===== config.mk =====
export PLATFORM = sky130hd
export DESIGN_NAME = aes_key_expand
export DESIGN_NICKNAME = d
export VERILOG_FILES = /design/src/rtl/aes_key_expand.sv
export SDC_FILE = /design/constraint.sdc
export NUM_CORES = 2
export LEC_CHECK = 0
export CAP_MARGIN = 20
export CORE_UTILIZATION = 41
export CTS_BUF_LIST = sky130_fd_sc_hd__clkbuf_2
export CTS_CLUSTER_DIAMETER = 150
export DETAILED_ROUTE_END_ITERATION = 10
export RECOVER_POWER = 100
export REMOVE_ABC_BUFFERS = 1
export SLEW_MARGIN = 25
export SYNTH_ARGS = -nofsm -noshare
export SYNTH_HDL_FRONTEND = slang
export SYNTH_HIERARCHICAL = 1
export SYNTH_SLANG_ARGS = --single-unit

===== constraint.sdc =====
create_clock -name clk -period 6.62 [get_ports clk]
set_input_delay 0.993 -clock clk [delete_from_list [all_inputs] [get_ports clk]]
set_output_delay 0.993 -clock clk [all_outputs]
set_load 0.01 [all_outputs]

===== src/rtl/aes_key_expand.sv =====
// rtl/aes_key_expand.sv - Iterative AES-128 key schedule with an 11-entry round-key file and registered read port.

module aes_sbox (
  input  logic [7:0] a,
  output logic [7:0] y
);
  // Forward S-box table, entry 0 in the top byte; {~a,3'b000} is (255-a)*8.
  localparam logic [2047:0] SBOX = {
    128'h637c777bf26b6fc53001672bfed7ab76, 128'hca82c97dfa5947f0add4a2af9ca472c0,
    128'hb7fd9326363ff7cc34a5e5f171d83115, 128'h04c723c31896059a071280e2eb27b275,
    128'h09832c1a1b6e5aa0523bd6b329e32f84, 128'h53d100ed20fcb15b6acbbe394a4c58cf,
    128'hd0efaafb434d338545f9027f503c9fa8, 128'h51a3408f929d38f5bcb6da2110fff3d2,
    128'hcd0c13ec5f974417c4a77e3d645d1973, 128'h60814fdc222a908846eeb814de5e0bdb,
    128'he0323a0a4906245cc2d3ac629195e479, 128'he7c8376d8dd54ea96c56f4ea657aae08,
    128'hba78252e1ca6b4c6e8dd741f4bbd8b8a, 128'h703eb5664803f60e613557b986c11d9e,
    128'he1f8981169d98e949b1e87e9ce5528df, 128'h8ca1890dbfe6426841992d0fb054bb16
  };

  assign y = SBOX[{~a, 3'b000} +: 8];
endmodule

module aes_key_expand #(
  parameter int NR = 10
) (
  input  logic         clk,
  input  logic         resetL,
  input  logic [127:0] key_in,
  input  logic         key_valid,
  output logic         key_ready,
  input  logic [3:0]   rk_addr,
  output logic [127:0] rk_data,
  output logic         keys_valid,
  output logic         busy
);
  typedef enum logic [1:0] {IDLE, EXPAND, DONE} state_t;

  localparam logic [3:0] LAST = 4'(NR);

  state_t        state_q, state_d;
  logic [3:0]    round_q, round_d;
  logic [7:0]    rcon_q, rcon_d;
  logic [127:0]  rk_q [0:NR];
  logic [127:0]  rk_d [0:NR];
  logic [127:0]  rk_data_q, rk_data_d;
  logic          keys_valid_q, keys_valid_d;

  logic [3:0]    round_m1;
  logic [127:0]  prev_rk;
  logic [31:0]   w0, w1, w2, w3, rot_w3, sub_w3, t;
  logic [31:0]   n0, n1, n2, n3;
  logic [7:0]    rcon_next;
  logic          accept;

  assign key_ready  = (state_q != EXPAND);
  assign busy       = (state_q == EXPAND);
  assign keys_valid = keys_valid_q;
  assign rk_data    = rk_data_q;
  assign accept     = key_valid && key_ready;

  assign round_m1 = round_q - 4'd1;
  assign prev_rk  = rk_q[round_m1];
  assign {w0, w1, w2, w3} = prev_rk;
  assign rot_w3   = {w3[23:0], w3[31:24]};

  for (genvar b = 0; b < 4; b++) begin : g_sub
    aes_sbox u_sbox (
      .a (rot_w3[8*b +: 8]),
      .y (sub_w3[8*b +: 8])
    );
  end

  assign t  = sub_w3 ^ {rcon_q, 24'h0};
  assign n0 = w0 ^ t;
  assign n1 = w1 ^ n0;
  assign n2 = w2 ^ n1;
  assign n3 = w3 ^ n2;
  assign rcon_next = {rcon_q[6:0], 1'b0} ^ (rcon_q[7] ? 8'h1b : 8'h00);

  always_comb begin
    state_d      = state_q;
    round_d      = round_q;
    rcon_d       = rcon_q;
    keys_valid_d = keys_valid_q;
    rk_d         = rk_q;

    case (state_q)
      EXPAND: begin
        for (int i = 1; i <= NR; i++) begin
          if (round_q == 4'(i)) rk_d[i] = {n0, n1, n2, n3};
        end
        round_d = round_q + 4'd1;
        rcon_d  = rcon_next;
        if (round_q == LAST) begin
          state_d      = DONE;
          keys_valid_d = 1'b1;
        end
      end
      default: begin
        if (accept) begin
          rk_d[0]      = key_in;
          round_d      = 4'd1;
          rcon_d       = 8'h01;
          keys_valid_d = 1'b0;
          state_d      = EXPAND;
        end
      end
    endcase

    // Read uses pre-update contents, so a same-edge write is not bypassed.
    rk_data_d = (rk_addr <= LAST) ? rk_q[rk_addr] : 128'h0;
  end

  always_ff @(posedge clk or negedge resetL) begin
    if (!resetL) begin
      state_q      <= IDLE;
      round_q      <= 4'd0;
      rcon_q       <= 8'h01;
      keys_valid_q <= 1'b0;
      rk_data_q    <= 128'h0;
      for (int i = 0; i <= NR; i++) rk_q[i] <= 128'h0;
    end else begin
      state_q      <= state_d;
      round_q      <= round_d;
      rcon_q       <= rcon_d;
      keys_valid_q <= keys_valid_d;
      rk_data_q    <= rk_data_d;
      for (int i = 0; i <= NR; i++) rk_q[i] <= rk_d[i];
    end
  end
endmodule


## Word-level counts from Yosys, hierarchy flattened

Index checks and enable logic that the tools add are counted.

- Bits in latches: 0
- Bits in read-only memories: 0
- Memory bits (writable): 0
- Register bits: 1551
- Memories: 0
- Output and inout bits: 131

- $add $sub $neg: 2
- Bitwise logic cells: 13
- Divide/modulo/power cells: 0
- Shift-type cells: 4
- Equality and inequality tests: 13
- $mul: 0
- $lt $le $gt $ge: 3
- Reductions and logical operators: 14
- Muxes and demuxes: 18

Operators by type and width:

| cell | count |
|---|---|
| $shiftx 2048x12->8 const A | 4 |
| $bmux 128 s4 | 2 |
| $mux 128 | 5 |
| $xor 32x32->32 | 5 |
| $not 8->8 | 4 |
| $reduce_and 2->1 | 12 |
| $eq 4x3->1 const B | 4 |
| $mux 8 | 2 |
| $eq 4x4->1 const B | 3 |
| $ge 5x5->1 const B | 2 |
| $not 4->5 | 2 |
| $eq 4x2->1 const B | 2 |
| $mux 4 | 2 |
| $xor 8x5->8 | 1 |
| $mux 2 | 3 |
| $mux 5 | 1 |
| $add 4x1->4 const B | 1 |
| $eq 4x1->1 const B | 1 |
| $le 4x4->1 const B | 1 |
| $ne 2x1->1 const B | 2 |
| $sub 4x1->4 const B | 1 |
| $mux 1 | 3 |
| $eq 2x1->1 const B | 1 |
| $reduce_bool 2->1 | 1 |
| 2 further kinds | 2 |

## Logic depth before layout (Yosys ltp)

- Depth after elaboration: 12
- Depth in mapped cells: 36
- Gate-level depth less buffers: 21

## Modules after synthesis

The synthesis kept the hierarchy.

Modules (own cells, without submodules):

| module | area an instance (µm²) | sequential area each (µm²) | times used | cells an instance |
|---|---|---|---|---|
| aes_key_expand | 78278.8 | 38788.5 | 1 | 6810 |
| aes_sbox | 3533.4 | 0.0 | 4 | 550 |

## Worst setup path before layout

OpenSTA, ideal clock, no wires.

- Path type: reg-to-reg
- Start: reg round_q[0]
- End: reg rk_q[1054] in the netlist's numbering
- Period minus slack after synthesis: 7172 ps
- Arrival: 7038 ps
- Required time: 6486 ps
- Slack: -552 ps
- Cell stages (with the launch flop): 37
- Cells stage by stage: dfrtp_1 -> buf_6 -> buf_8 -> inv_2 -> buf_4 -> buf_6 -> buf_2 -> buf_2 -> buf_2 -> ha_1 -> buf_4 -> buf_6 -> buf_6 -> buf_6 -> buf_6 -> buf_6 -> buf_4 -> mux2i_1 -> o211ai_1 -> o21ai_0 -> o21ai_1 -> buf_2 -> inv_1 -> ha_1 -> or2_2 -> clkbuf_1 -> o22ai_1 -> a311oi_1 -> a211oi_1 -> a211oi_1 -> o22ai_1 -> xor2_1 -> xnor2_1 -> xnor2_2 -> xnor2_2 -> xor2_2 -> o21ai_1

- Cells in the longest elaborated chain, start to end: 12

RTL lines:

| element | line | source |
|---|---|---|
| from (decl) | 40 | `logic [3:0] round_q, round_d;` |
| from (signal assigned) | 123 | `round_q <= round_d;` |
| $sub 4x1->4 | 60 | `assign round_m1 = round_q - 4'd1;` |
| $not 4->5 (not written as such) | 61 | `assign prev_rk = rk_q[round_m1];` |
| $bmux 128 s4 | 61 |  |
| $mux 128 (not written as such) (2 in series) | 61 |  |
| via prev_rk[17] | 48 | `logic [127:0] prev_rk;` |
| $not 8->8 | 19 | `assign y = SBOX[{~a, 3'b000} +: 8];` |
| $shiftx 2048x12->8 | 19 |  |
| via sub_w3[30] | 49 | `logic [31:0] w0, w1, w2, w3, rot_w3, sub_w3, t;` |
| $xor 32x32->32 | 72 | `assign t = sub_w3 ^ {rcon_q, 24'h0};` |
| $xor 32x32->32 | 73 | `assign n0 = w0 ^ t;` |
| $xor 32x32->32 | 74 | `assign n1 = w1 ^ n0;` |
| $xor 32x32->32 | 75 | `assign n2 = w2 ^ n1;` |
| $xor 32x32->32 | 76 | `assign n3 = w3 ^ n2;` |
| to (decl) | 42 | `logic [127:0] rk_q [0:NR];` |

The timed path passes the listed nets, and every way through them passes these cells. The select of a mux whose other input is x is not followed.
A chain may end at the register's enable or synchronous reset.

## Worst setup path after layout

- Start: in rk_addr[1]
- End: reg rk_data_q[109], in the netlist rk_data[109]

- Cells in the longest elaborated chain, start to end: 5

RTL lines:

| element | line | source |
|---|---|---|
| from (decl) | 30 | `input logic [3:0] rk_addr,` |
| $not 4->5 (not written as such) | 110 | `rk_data_d = (rk_addr <= LAST) ? rk_q[rk_addr] : 128'h0;` |
| $bmux 128 s4 | 110 |  |
| $mux 128 (not written as such) (2 in series) | 110 |  |
| $mux 128 * | 110 |  |
| via rk_data_d[109] | 44 | `logic [127:0] rk_data_q, rk_data_d;` |
| to (signal assigned) | 126 | `rk_data_q <= rk_data_d;` |
| to (decl) | 44 |  |

Mark *: on every way through the listed nets, which the timed path passes. The rest lies on a longest branch. The select of a mux whose other input is x is not followed.

==> flow_summary.json <==
{
  "min_period_ns": 6.61,
  "grt.total_usage": 0.323,
  "postSynthCellCount": 9010,
  "grt_overflow": 0,
  "ff2ff_path_depth": 24,
  "yosysSeqAreaShare": 0.420,
  "slew_headroom": -1.76,
  "slew_violations": 1687,
  "htree_levels": 5,
  "vias": 79800,
  "design.core.area_um2": 223000,
  "synth-edff-count": 0,
  "grt_max_degree": 171,
  "hold_depth": 3,
  "wl_per_cell_um": 29.1,
  "syn_to_final_growth_pct": 14.3,
  "grt_setup_unrepaired": "true",
  "dieArea_um2": 227000,
  "port_buffers": 265,
  "cts_tree": "done",
  "hpwl_um": 238000,
  "cts_buffer_depth": 4,
  "critPathCaptureType": "flop",
  "hold_class": "primary input to flop",
  "syn_area_per_cell_um2": 10.3,
  "yosysWarnings": 6,
  "path_max_fanout": 99,
  "finalNetCount": 9791,
  "grt_pass1_vias": 80900,
  "ios": 266,
  "grt_antenna_before_repair": 17,
  "routed_wl_um": 373000,
  "clkTransAtPathRegs_ns": 0.10,
  "grt_pass1_wl_um": 552000,
  "skew_ns": 0.278,
  "die_w_um": 477,
  "drtAntennaViolNets": 0,
  "crit_chain": "dlygate4sd3_1 > clkbuf_1 > clkbuf_2 > nor2b_4 > buf_12 > a21oi_1 > o22ai_1 > dlygate4sd3_1",
  "clock_latency_ns": 1.92,
  "die_y_um": 477,
  "synth_cell_types": 95,
  "cp.required_ns": 8.37,
  "place.gp.congestion": 0.959,
  "status": "finished, violations left",
  "async_flop_share": 1.00,
  "synth-seq-cells": 1550,
  "cts.sinks": 1550,
  "numCtsBuffers": 420,
  "fin_crit_sh": 0.999,
  "cpMostUsedCell": "dlygate4sd3_1",
  "slowest_delay_ns": 2.66,
  "cp.arrival_ns": 8.37,
  "ys.flop_type": "dfrtp_1",
  "drc": 0,
  "start_util": 0.414,
  "clockRootBuffer": "clkbuf_2",
  "slowest_stage": "clkbuf_2",
  "violations": "capacitance limit, slew limit",
  "dr.pass1.iters": 6,
  "setup-violations-final": 0,
  "worst_pin_slew_ns": 4.14,
  "max_cap_viol_count": 20,
  "row_count": 173,
  "hold_ws_ns": 0.292,
  "vias_per_cell": 6.22,
  "initialDrtViolationCount": 7978,
  "layout_commonest_cell": "dfrtp_1",
  "startpoint_type": "primary input",
  "worstSetupPathType": "primary input to flop",
  "mostFrequentLayoutCells": "dfrtp_1, nand2_1, o21ai_0",
  "drive_gt1_frac": 0.246,
  "hold_viol": 0,
  "synth_area_um2": 92400,
  "fmax_mhz": 151
}
cells by family after synthesis:
logic type,synth area share
AND/OR/NAND/NOR,0.106
multiplexers,0.218
adder cells (fa/ha/maj),0.00880
flip-flops,0.420
XOR/XNOR,0.0212
buffers and inverters,0.0513
AO/OA/AOI/OAI,0.175
Yosys cell counts (all sizes together), types with 18 or more instances:
master	n	share of area
nor3	50	0.0027
nand2	1273	0.052
dfrtp	1549	0.42
mux2i	408	0.044
a221oi	56	0.0061
nor2b	74	0.0054
mux2	472	0.058
mux4	476	0.12
clkbuf	530	0.022
o311ai	32	0.0030
nand2b	100	0.0074
buf	394	0.028
o211ai	73	0.0059
xnor2	96	0.012
ha	65	0.0088
nor2	394	0.017
o31ai	29	0.0024
nand3	138	0.0075
a211oi	108	0.011
a22oi	107	0.0087
a31oi	72	0.0049
o21ai	1339	0.073
inv	52	0.0021
xor2	78	0.0095
and2	36	0.0025
and3	72	0.0049
a21oi	400	0.022
a311oi	52	0.0049
or2	29	0.0020
a311o	18	0.0019
o22ai	189	0.013
through the flow:
| stage | setup TNS, ns | area (um^2) | setup WS (ns) | utilization | instances |
|---|---|---|---|---|---|
| after floorplan | - | 87900 | -30.89 | - | 8086 |
| after global placement | -0.193 | 100000 | -0.0326 | 0.449 | 11900 |
| after detailed placement | 0 | 100000 | 0.0632 | 0.449 | 11900 |
| after CTS | 0 | 106000 | 0.00110 | 0.474 | 12800 |
| after global routing | -0.00529 | 106000 | -0.00192 | 0.473 | 12800 |
| final | 0 | 106000 | 0.00563 | 0.473 | 12800 |
what timing repair did:
item / in CTS / in global routing
pin swaps: 2 / 0
resized for setup: 2 / 12
setup buffers: 5 / 0
setup endpoints to repair: 14 / 82
cloned: 1 / 0
endpoints found under the hold margin: 1608 / 0
hold buffers: 194 / 0
routing by layer:
layer | routed length, um | global-route usage | vias to the layer above
li1 | - | - | 34400
met1 | 156000 | 0.436 | 40600
met2 | 173000 | 0.510 | 3884
met3 | 26300 | 0.0520 | 884
met4 | 17600 | 0.149 | 8
met5 | 56 | 0 | -
layout make-up:
cell class	instances	area [um^2]
fillers	21100	118000
clock inverters	88	445
well taps	2975	3720
flip-flops and latches	1550	38800
inverters	52	201
diodes	14	35.0
multi-input cells	6485	49300
clock buffers	588	2940
repair buffers	1082	10200
final timing paths:
kind | start | to | slack, ns
setup / recovery | rk_addr[1] | rk_data[109] | 0.006
hold / removal | key_in[24] | rk_q[1304] | 0.29
setup reg to reg | round_q[0] | rk_q[1157] | 0.13
hold reg to reg | state_q[0] | state_q[0] | 0.50
max in group asynchronous | resetL | rk_data[23] | 0.66
min in group asynchronous | resetL | rk_q[371] | 2.21
worst max-delay path, delay by kind of cell:
| kind | cells | cell delay (ns) |
|---|---|---|
| buffers and inverters | 5 | 6.41 |
| AOI/OAI and AO/OA | 2 | 0.36 |
| and+or+nand+nor | 1 | 0.29 |
state kept, by name, summed over array words and instances (netlist names):
register	flops
rk_data	128
rcon_q	8
state_q	2
round_q	4
rk_q	1408
Power is not shown: default switching activity piles up to over one toggle a cycle in this logic, so the estimate is an artifact.
